[config.mk]
export PLATFORM = sky130hd
export DESIGN_NAME = axis_packetizer
export DESIGN_NICKNAME = d
export VERILOG_FILES = /design/src/rtl/axis_packetizer_pkg.sv /design/src/rtl/axis_packetizer_reg.sv /design/src/rtl/axis_packetizer.sv
export SDC_FILE = /design/constraint.sdc
export NUM_CORES = 1
export LEC_CHECK = 0
export BUFFER_PORTS_ARGS = -buffer_cell sky130_fd_sc_hd__buf_2
export CAP_MARGIN = 0
export CORE_AREA = 2 2 69 71
export CTS_CLUSTER_SIZE = 10
export DETAILED_ROUTE_END_ITERATION = 16
export DIE_AREA = 0 0 71 73
export PLACE_DENSITY = 0.92
export REMOVE_ABC_BUFFERS = 1
export SETUP_SLACK_MARGIN = 0.2
export SLEW_MARGIN = 20
export SYNTH_ARGS = -nofsm -noshare
export SYNTH_HDL_FRONTEND = slang
export SYNTH_HIERARCHICAL = 1
export SYNTH_SLANG_ARGS = --single-unit
[constraint.sdc]
create_clock -name aclk -period 5.45 [get_ports aclk]
set_clock_uncertainty 0.1 [all_clocks]
set_input_delay 0.8175 -clock aclk [delete_from_list [all_inputs] [get_ports aclk]]
set_output_delay 0.8175 -clock aclk [all_outputs]
set_load 0.02 [all_outputs]
[src/rtl/axis_packetizer_pkg.sv]
// Shared types and helpers for axis_packetizer.
// The hold-state encoding is only used when AXIS_PACKETIZER_TIMEOUT_EN is defined.
package axis_packetizer_pkg;

    typedef enum logic {
        EMPTY = 1'b0,
        HELD  = 1'b1
    } hold_state_e;

    // Bits needed to count 0..v-1; never less than one bit.
    function automatic int unsigned clog2(input int unsigned v);
        int unsigned r;
        r = 0;
        for (int i = 0; i < 32; i++) begin
            if ((64'd1 << i) < 64'(v)) begin
                r = i + 1;
            end
        end
        return (r == 0) ? 1 : r;
    endfunction

endpackage

[src/rtl/axis_packetizer_reg.sv]
// One-entry AXI-Stream register slice carrying an explicit tlast input.
// Loads whenever empty or when the downstream consumer takes the current beat.
module axis_packetizer_reg #(
    parameter int unsigned DATA_W     = 8,
    parameter int unsigned KEEP_W     = 1,
    parameter int unsigned USER_WIDTH = 1,
    parameter int unsigned DEST_WIDTH = 1
) (
    input  logic                  aclk,
    input  logic                  rst,
    input  logic                  in_valid,
    output logic                  in_ready,
    input  logic [DATA_W-1:0]     in_data,
    input  logic [KEEP_W-1:0]     in_keep,
    input  logic                  in_last,
    input  logic [USER_WIDTH-1:0] in_user,
    input  logic [DEST_WIDTH-1:0] in_dest,
    output logic                  out_valid,
    input  logic                  out_ready,
    output logic [DATA_W-1:0]     out_data,
    output logic [KEEP_W-1:0]     out_keep,
    output logic                  out_last,
    output logic [USER_WIDTH-1:0] out_user,
    output logic [DEST_WIDTH-1:0] out_dest
);

    logic                  valid_q;
    logic [DATA_W-1:0]     data_q;
    logic [KEEP_W-1:0]     keep_q;
    logic                  last_q;
    logic [USER_WIDTH-1:0] user_q;
    logic [DEST_WIDTH-1:0] dest_q;

    assign in_ready = !valid_q || out_ready;

    always_ff @(posedge aclk) begin
        if (rst) begin
            valid_q <= 1'b0;
            data_q  <= '0;
            keep_q  <= '0;
            last_q  <= 1'b0;
            user_q  <= '0;
            dest_q  <= '0;
        end else if (in_ready) begin
            valid_q <= in_valid;
            if (in_valid) begin
                data_q <= in_data;
                keep_q <= in_keep;
                last_q <= in_last;
                user_q <= in_user;
                dest_q <= in_dest;
            end
        end
    end

    assign out_valid = valid_q;
    assign out_data  = data_q;
    assign out_keep  = keep_q;
    assign out_last  = last_q;
    assign out_user  = user_q;
    assign out_dest  = dest_q;

endmodule

[src/rtl/axis_packetizer.sv]
// Splits an AXI-Stream into packets of PACKET_SIZE beats, honouring upstream tlast.
// AXIS_PACKETIZER_TIMEOUT_EN adds a hold stage that flushes a packet after TIMEOUT idle cycles.
module axis_packetizer
    import axis_packetizer_pkg::*;
#(
    parameter int unsigned BUS_WIDTH   = 1,
    parameter int unsigned USER_WIDTH  = 1,
    parameter int unsigned DEST_WIDTH  = 1,
    parameter int unsigned PACKET_SIZE = 16,
    parameter int unsigned TIMEOUT     = 64
) (
    input  logic                   aclk,
    input  logic                   rst,
    input  logic                   s_axis_tvalid,
    output logic                   s_axis_tready,
    input  logic [BUS_WIDTH*8-1:0] s_axis_tdata,
    input  logic [BUS_WIDTH-1:0]   s_axis_tkeep,
    input  logic                   s_axis_tlast,
    input  logic [USER_WIDTH-1:0]  s_axis_tuser,
    input  logic [DEST_WIDTH-1:0]  s_axis_tdest,
    output logic                   m_axis_tvalid,
    input  logic                   m_axis_tready,
    output logic [BUS_WIDTH*8-1:0] m_axis_tdata,
    output logic [BUS_WIDTH-1:0]   m_axis_tkeep,
    output logic                   m_axis_tlast,
    output logic [USER_WIDTH-1:0]  m_axis_tuser,
    output logic [DEST_WIDTH-1:0]  m_axis_tdest,
    output logic [31:0]            packet_count
);

    localparam int unsigned CNT_W = clog2(PACKET_SIZE);
    localparam logic [CNT_W-1:0] LAST_CNT = CNT_W'(PACKET_SIZE - 1);

    if (PACKET_SIZE < 1 || PACKET_SIZE > 65535 || TIMEOUT < 2 || TIMEOUT > 65535) begin : g_bad_param
        $error("axis_packetizer: PACKET_SIZE or TIMEOUT out of range");
    end

    logic [CNT_W-1:0]       beat_cnt_q, beat_cnt_d;
    logic                   reg_valid, reg_ready, reg_last;
    logic [BUS_WIDTH*8-1:0] reg_data;
    logic [BUS_WIDTH-1:0]   reg_keep;
    logic [USER_WIDTH-1:0]  reg_user;
    logic [DEST_WIDTH-1:0]  reg_dest;
    logic                   accept, is_last;

`ifdef AXIS_PACKETIZER_TIMEOUT_EN
    localparam int unsigned TMO_W = clog2(TIMEOUT);
    localparam logic [TMO_W-1:0] TMO_MAX = TMO_W'(TIMEOUT - 1);

    hold_state_e            hold_q, hold_d;
    logic [BUS_WIDTH*8-1:0] hold_data_q;
    logic [BUS_WIDTH-1:0]   hold_keep_q;
    logic                   hold_last_q;
    logic [USER_WIDTH-1:0]  hold_user_q;
    logic [DEST_WIDTH-1:0]  hold_dest_q;
    logic [TMO_W-1:0]       tmo_q, tmo_d;
    logic                   flush, move;

    // A non-final beat waits in the hold stage until its successor shows up or the
    // idle timer expires, so the packet can be closed on the beat already seen.
    always_comb begin
        flush         = (hold_q == HELD) && !s_axis_tvalid && (tmo_q == TMO_MAX);
        move          = (hold_q == HELD) && reg_ready && (hold_last_q || s_axis_tvalid || flush);
        s_axis_tready = !rst && ((hold_q == EMPTY) || reg_ready);
        accept        = s_axis_tvalid && s_axis_tready;
        is_last       = (beat_cnt_q == LAST_CNT) || s_axis_tlast;

        reg_valid = move;
        reg_data  = hold_data_q;
        reg_keep  = hold_keep_q;
        reg_last  = hold_last_q || flush;
        reg_user  = hold_user_q;
        reg_dest  = hold_dest_q;

        beat_cnt_d = beat_cnt_q;
        if (accept) begin
            beat_cnt_d = is_last ? '0 : beat_cnt_q + 1'b1;
        end else if (move && flush) begin
            beat_cnt_d = '0;
        end

        hold_d = hold_q;
        if (accept) begin
            hold_d = HELD;
        end else if (move) begin
            hold_d = EMPTY;
        end

        tmo_d = tmo_q;
        if (hold_q != HELD || s_axis_tvalid || move) begin
            tmo_d = '0;
        end else if (tmo_q != TMO_MAX) begin
            tmo_d = tmo_q + 1'b1;
        end
    end

    always_ff @(posedge aclk) begin
        if (rst) begin
            hold_q      <= EMPTY;
            hold_data_q <= '0;
            hold_keep_q <= '0;
            hold_last_q <= 1'b0;
            hold_user_q <= '0;
            hold_dest_q <= '0;
            tmo_q       <= '0;
        end else begin
            hold_q <= hold_d;
            tmo_q  <= tmo_d;
            if (accept) begin
                hold_data_q <= s_axis_tdata;
                hold_keep_q <= s_axis_tkeep;
                hold_last_q <= is_last;
                hold_user_q <= s_axis_tuser;
                hold_dest_q <= s_axis_tdest;
            end
        end
    end
`else
    always_comb begin
        s_axis_tready = !rst && reg_ready;
        accept        = s_axis_tvalid && s_axis_tready;
        is_last       = (beat_cnt_q == LAST_CNT) || s_axis_tlast;

        reg_valid = accept;
        reg_data  = s_axis_tdata;
        reg_keep  = s_axis_tkeep;
        reg_last  = is_last;
        reg_user  = s_axis_tuser;
        reg_dest  = s_axis_tdest;

        beat_cnt_d = beat_cnt_q;
        if (accept) begin
            beat_cnt_d = is_last ? '0 : beat_cnt_q + 1'b1;
        end
    end
`endif

    always_ff @(posedge aclk) begin
        if (rst) begin
            beat_cnt_q   <= '0;
            packet_count <= '0;
        end else begin
            beat_cnt_q <= beat_cnt_d;
            if (m_axis_tvalid && m_axis_tready && m_axis_tlast) begin
                packet_count <= packet_count + 32'd1;
            end
        end
    end

    axis_packetizer_reg #(
        .DATA_W     (BUS_WIDTH * 8),
        .KEEP_W     (BUS_WIDTH),
        .USER_WIDTH (USER_WIDTH),
        .DEST_WIDTH (DEST_WIDTH)
    ) u_out_reg (
        .aclk      (aclk),
        .rst       (rst),
        .in_valid  (reg_valid),
        .in_ready  (reg_ready),
        .in_data   (reg_data),
        .in_keep   (reg_keep),
        .in_last   (reg_last),
        .in_user   (reg_user),
        .in_dest   (reg_dest),
        .out_valid (m_axis_tvalid),
        .out_ready (m_axis_tready),
        .out_data  (m_axis_tdata),
        .out_keep  (m_axis_tkeep),
        .out_last  (m_axis_tlast),
        .out_user  (m_axis_tuser),
        .out_dest  (m_axis_tdest)
    );

endmodule

Word level (Yosys, flattened, before mapping)
Index checks and enable logic that the tools add are counted.
{"block": "totals", "reg_bits": 49, "latch_bits": 0, "ram_bits": 0, "mem_bits_ro": 0, "output_inout_bits": 46, "memories": 0}
{"block": "classes", "add_sub_neg": 2, "multipliers": 0, "div": 0, "order_cmp": 0, "n_eq_ne": 1, "n_shift": 0, "muxes": 1, "n_bitwise": 0, "reduce_logical": 9}
{"cell": "$add A32 B1 Y32 const B", "count": 1}
{"cell": "$add A4 B1 Y4 const B", "count": 1}
{"cell": "$eq A4 B4 Y1 const B", "count": 1}
{"cell": "$logic_and A1 B1 Y1", "count": 4}
{"cell": "$mux W4", "count": 1}
{"cell": "$logic_not A1 Y1", "count": 2}
{"cell": "$logic_or A1 B1 Y1", "count": 2}
{"cell": "$reduce_and A2 Y1", "count": 1}

Longest topological paths before layout
{"block": "depth", "depth_word": 5, "ltp_mapped": 9}

Hierarchy
The synthesis kept the hierarchy.
{"mod": "axis_packetizer", "n_inst": 1, "cells_per_inst": 209, "area_per_inst_um2": 1773.0, "seq_area_each_um2": 720.7}
{"mod": "axis_packetizer_reg", "n_inst": 1, "cells_per_inst": 59, "area_per_inst_um2": 598.1, "seq_area_each_um2": 260.2}

Worst setup path after synthesis
Ideal clock, no wire load.
{"block": "synth_path", "path_type": "in2out", "startpoint": "input port m_axis_tready", "endpoint": "output port s_axis_tready", "arrival_ps": 1528, "t_required_ps": 4533, "setup_slack_ps": 3005, "cell_stages": 4, "n_path_buf": 2, "cell_sequence": "nand2b_4 > buf_6 > buf_4 > nor2b_1"}
{"block": "synth_via", "elab_chain_len": 2}
{"item": "start, declared", "line_no": "axis_packetizer.sv:22", "text": "input logic m_axis_tready,"}
{"item": "$logic_or A1 B1 Y1", "line_no": "axis_packetizer_reg.sv:34", "text": "assign in_ready = !valid_q || out_ready;"}
{"item": "via reg_ready", "line_no": "axis_packetizer.sv:39", "text": "logic reg_valid, reg_ready, reg_last;"}
{"item": "$logic_and A1 B1 Y1", "line_no": "axis_packetizer.sv:120", "text": "s_axis_tready = !rst && reg_ready;"}
{"item": "end, declared", "line_no": "axis_packetizer.sv:15", "text": "output logic s_axis_tready,"}
The timed path passes the listed nets, and every way through them passes these cells.

Final worst setup path
{"block": "layout_path", "startpoint": "input port rst", "endpoint": "output port s_axis_tready"}
{"block": "layout_via", "elab_chain_len": 2}
{"item": "start, declared", "line_no": "axis_packetizer.sv:13", "text": "input logic rst,"}
{"item": "$logic_not A1 Y1", "line_no": "axis_packetizer.sv:120"}
{"item": "$logic_and A1 B1 Y1", "line_no": "axis_packetizer.sv:120"}
Every way passes these cells.

==> run_results.csv <==
group,metric,value,unit
route,vias_per_cell,5.87,
sta,clock.fmax,0.391,GHz
placement,io_buffers,61,
floorplanning,rows,25,
clock_tree,cts_buffer_depth,2,
finish,final_common_cell,"buf_2",
critical_path,worstPathMaxFanout,53,
finish,fillCellCount,405,
route,drt-total-wl,5050,microns
critical_path,r2r_start,"u_out_reg/out_valid$_SDFFE_PP0P_",
clock_tree,cts_tree,"yes",
synth,yosysUniqueCellTypes,40,
finish,layout_common_cells,"buf_2 (61), dfxtp_1 (49), a21oi_1 (31)",
finish,fin_area,2740,sq um
finish,layoutNonFillerInstCount,374,
synth,avgSynthCellArea,8.85,sq um
synth,synth_flop_cell,"dfxtp_1",
sta,post-route-period-util,46.9,%
floorplanning,die_x,71,microns
min_path,min_to,"beat_cnt_q[3]$_SDFFE_PP0P_",
clock_tree,h-tree-depth,2,
route,dr.pass1.iters,4,
placement,placedCellCount,367,
min_path,min_path_cells,2,
global_routing,grt_pass1_vias,1895,
route,post_drt_wl_per_cell,13.5,microns
pwr,power,0.622,mW
global_routing,antenna_found_initial,0,
placement,dp_hpwl,3580,microns
floorplanning,initial_utilization,52.3,%
finish,final_util,60.4,%
critical_path,r2r_slack,3.15,ns
global_routing,grt_util_all_layers,19.9,%
floorplanning,die_h,73,microns
pwr,p_per_area,227,nW/um^2
floorplanning,dieArea,5180,sq um
sta,rsz0062_at_grt,"false",
clock_tree,clock_latency,0.30,ns
min_path,worstHoldPathType,"register to register",
global_routing,grt_pass1_wl,8420,microns
sta,post-route-min-period,2.56,ns
job,timing.max_cap.violations,0,
critical_path,critPathLaunchType,"input pin",
synth,synth_area,2370,sq um
critical_path,reg2reg_to,"packet_count[31]$_SDFFE_PP0P_",
placement,placed_cell_area,2650,sq um
synth,ys_ff_latch,49,
status,status,"completed",
pwr,ir_drop,0.000176,V
clock_tree,clk_pin_slew,0.09,ns
clock_tree,hold_buffers,0,
global_routing,grt_max_degree,54,
min_path,hp-start,"beat_cnt_q[3]$_SDFFE_PP0P_",
clock_tree,cts.sinks,49,
critical_path,critPathRequiredTime,4.53,ns
sta,setup_tns,0,ns
sta,setup_viol,0,
route,drt_iter0_drc,144,
finish,drive_above_1_share,28.7,%
critical_path,endpoint_kind,"output port",
synth,async_flop_share,0,%
clock_tree,postCtsSetupBuffers,0,
synth,yosys_warnings,6,
floorplanning,core_region_area,4540,sq um
synth,synth_edf_count,0,
sta,slew_violations,0,
sta,setup_ws,2.89,ns
pwr,power_leakage,1.05,nW
critical_path,critPathKind,"input pin to output port",
sta,hold_viol,0,
route,vias,2194,
route,ant_nets,0,
clock_tree,cts_made_buffers,5,
finish,area_growth,15.5,%
route,drt_drc_violations_left,0,
synth,ys_seq_area_share,41.4,%
placement,globalplace.congestion,0.816,
sta,max-slew-margin-rel,49.9,%
synth,syn_inst,268,
global_routing,grt_overflow,0,
floorplanning,io_pins,62,
sta,worst_slew_pin_slew,0.751,ns
sta,hold-worst-slack,0.398,ns
finish,final_nets,338,
finish,antenna_cells,0,
critical_path,rr_worst_depth,4,
clock_tree,clockRootBuffer,"clkbuf_8",
clock_tree,cts_resized,0,
critical_path,crit_arrival,1.64,ns
placement,pre_cts_ws,2.69,ns
-- layout make-up --
class,instances,area [sq um],area share [%]
clock buffers,7,86.3,3.15
multi-input cells,197,1270,46.4
well taps,54,67.6,2.47
repair buffers,62,313,11.4
flip-flops and latches,49,981,35.8
inverters,5,18.8,0.686
-- state kept, by name (all words and copies together), names as in the netlist --
register / count
u_out_reg/out_keep: 1
beat_cnt_q: 4
u_out_reg/out_user: 1
u_out_reg/out_last: 1
u_out_reg/out_valid: 1
packet_count: 32
u_out_reg/out_dest: 1
u_out_reg/out_data: 8
-- metal layers --
metal	track usage (%)	part of all wire [%]	vias to the layer above
met4	4.61	1.0	0
met1	24.9	45	1025
met5	0	0	-
met3	6.08	6.7	7
li1	-	-	1094
met2	33.7	47	68
-- worst max path at each step --
stage | start | to | slack, ns | cells past startpoint
floorplan | m_axis_tready | packet_count[31]$_SDFFE_PP0P_ | 3.01 | 4
global placement | m_axis_tready | packet_count[31]$_SDFFE_PP0P_ | 2.78 | 5
detailed placement | m_axis_tready | packet_count[31]$_SDFFE_PP0P_ | 2.69 | 5
CTS | rst | s_axis_tready | 2.89 | 4
global route | rst | u_out_reg/out_keep$_SDFFE_PP0P_ | 2.79 | 6
finish | rst | s_axis_tready | 2.89 | 4
-- cell usage after synthesis (all sizes together), types with 5 or more instances --
master | n | area [sq um]
o21ai | 8 | 40.0
clkbuf | 6 | 22.5
o31ai | 14 | 105
or4 | 19 | 149
buf | 11 | 77.6
inv | 5 | 18.8
dfxtp | 49 | 981
nand4 | 9 | 71.3
a21bo | 12 | 120
nand3 | 22 | 115
nor2 | 14 | 52.6
a21oi | 37 | 208
xnor2 | 6 | 52.6
nand2 | 19 | 71.3
or3 | 6 | 37.5
-- report_power, final --
part	total (mW)	internal (mW)	switching [mW]
sequential	0.366	0.363	0.00359
combinational	0.0436	0.0167	0.0269
clock	0.212	0.101	0.111
-- critical path, stage by stage --
cell and delay [ns]:
buf_2 0.08, buf_4 0.46, nor2b_1 0.09, buf_2 0.18
-- cells by family after synthesis --
kind of cell / Yosys count / synth area share [%]
XOR/XNOR: 9 / 3.32
multiplexers: 2 / 0.950
adder cells (fa/ha/maj): 2 / 1.06
AND/OR/NAND/NOR: 112 / 28.0
AO/OA/AOI/OAI: 72 / 20.3
buffers and inverters: 22 / 5.01
flip-flops: 49 / 41.4
(Power assumes the default switching activity.)
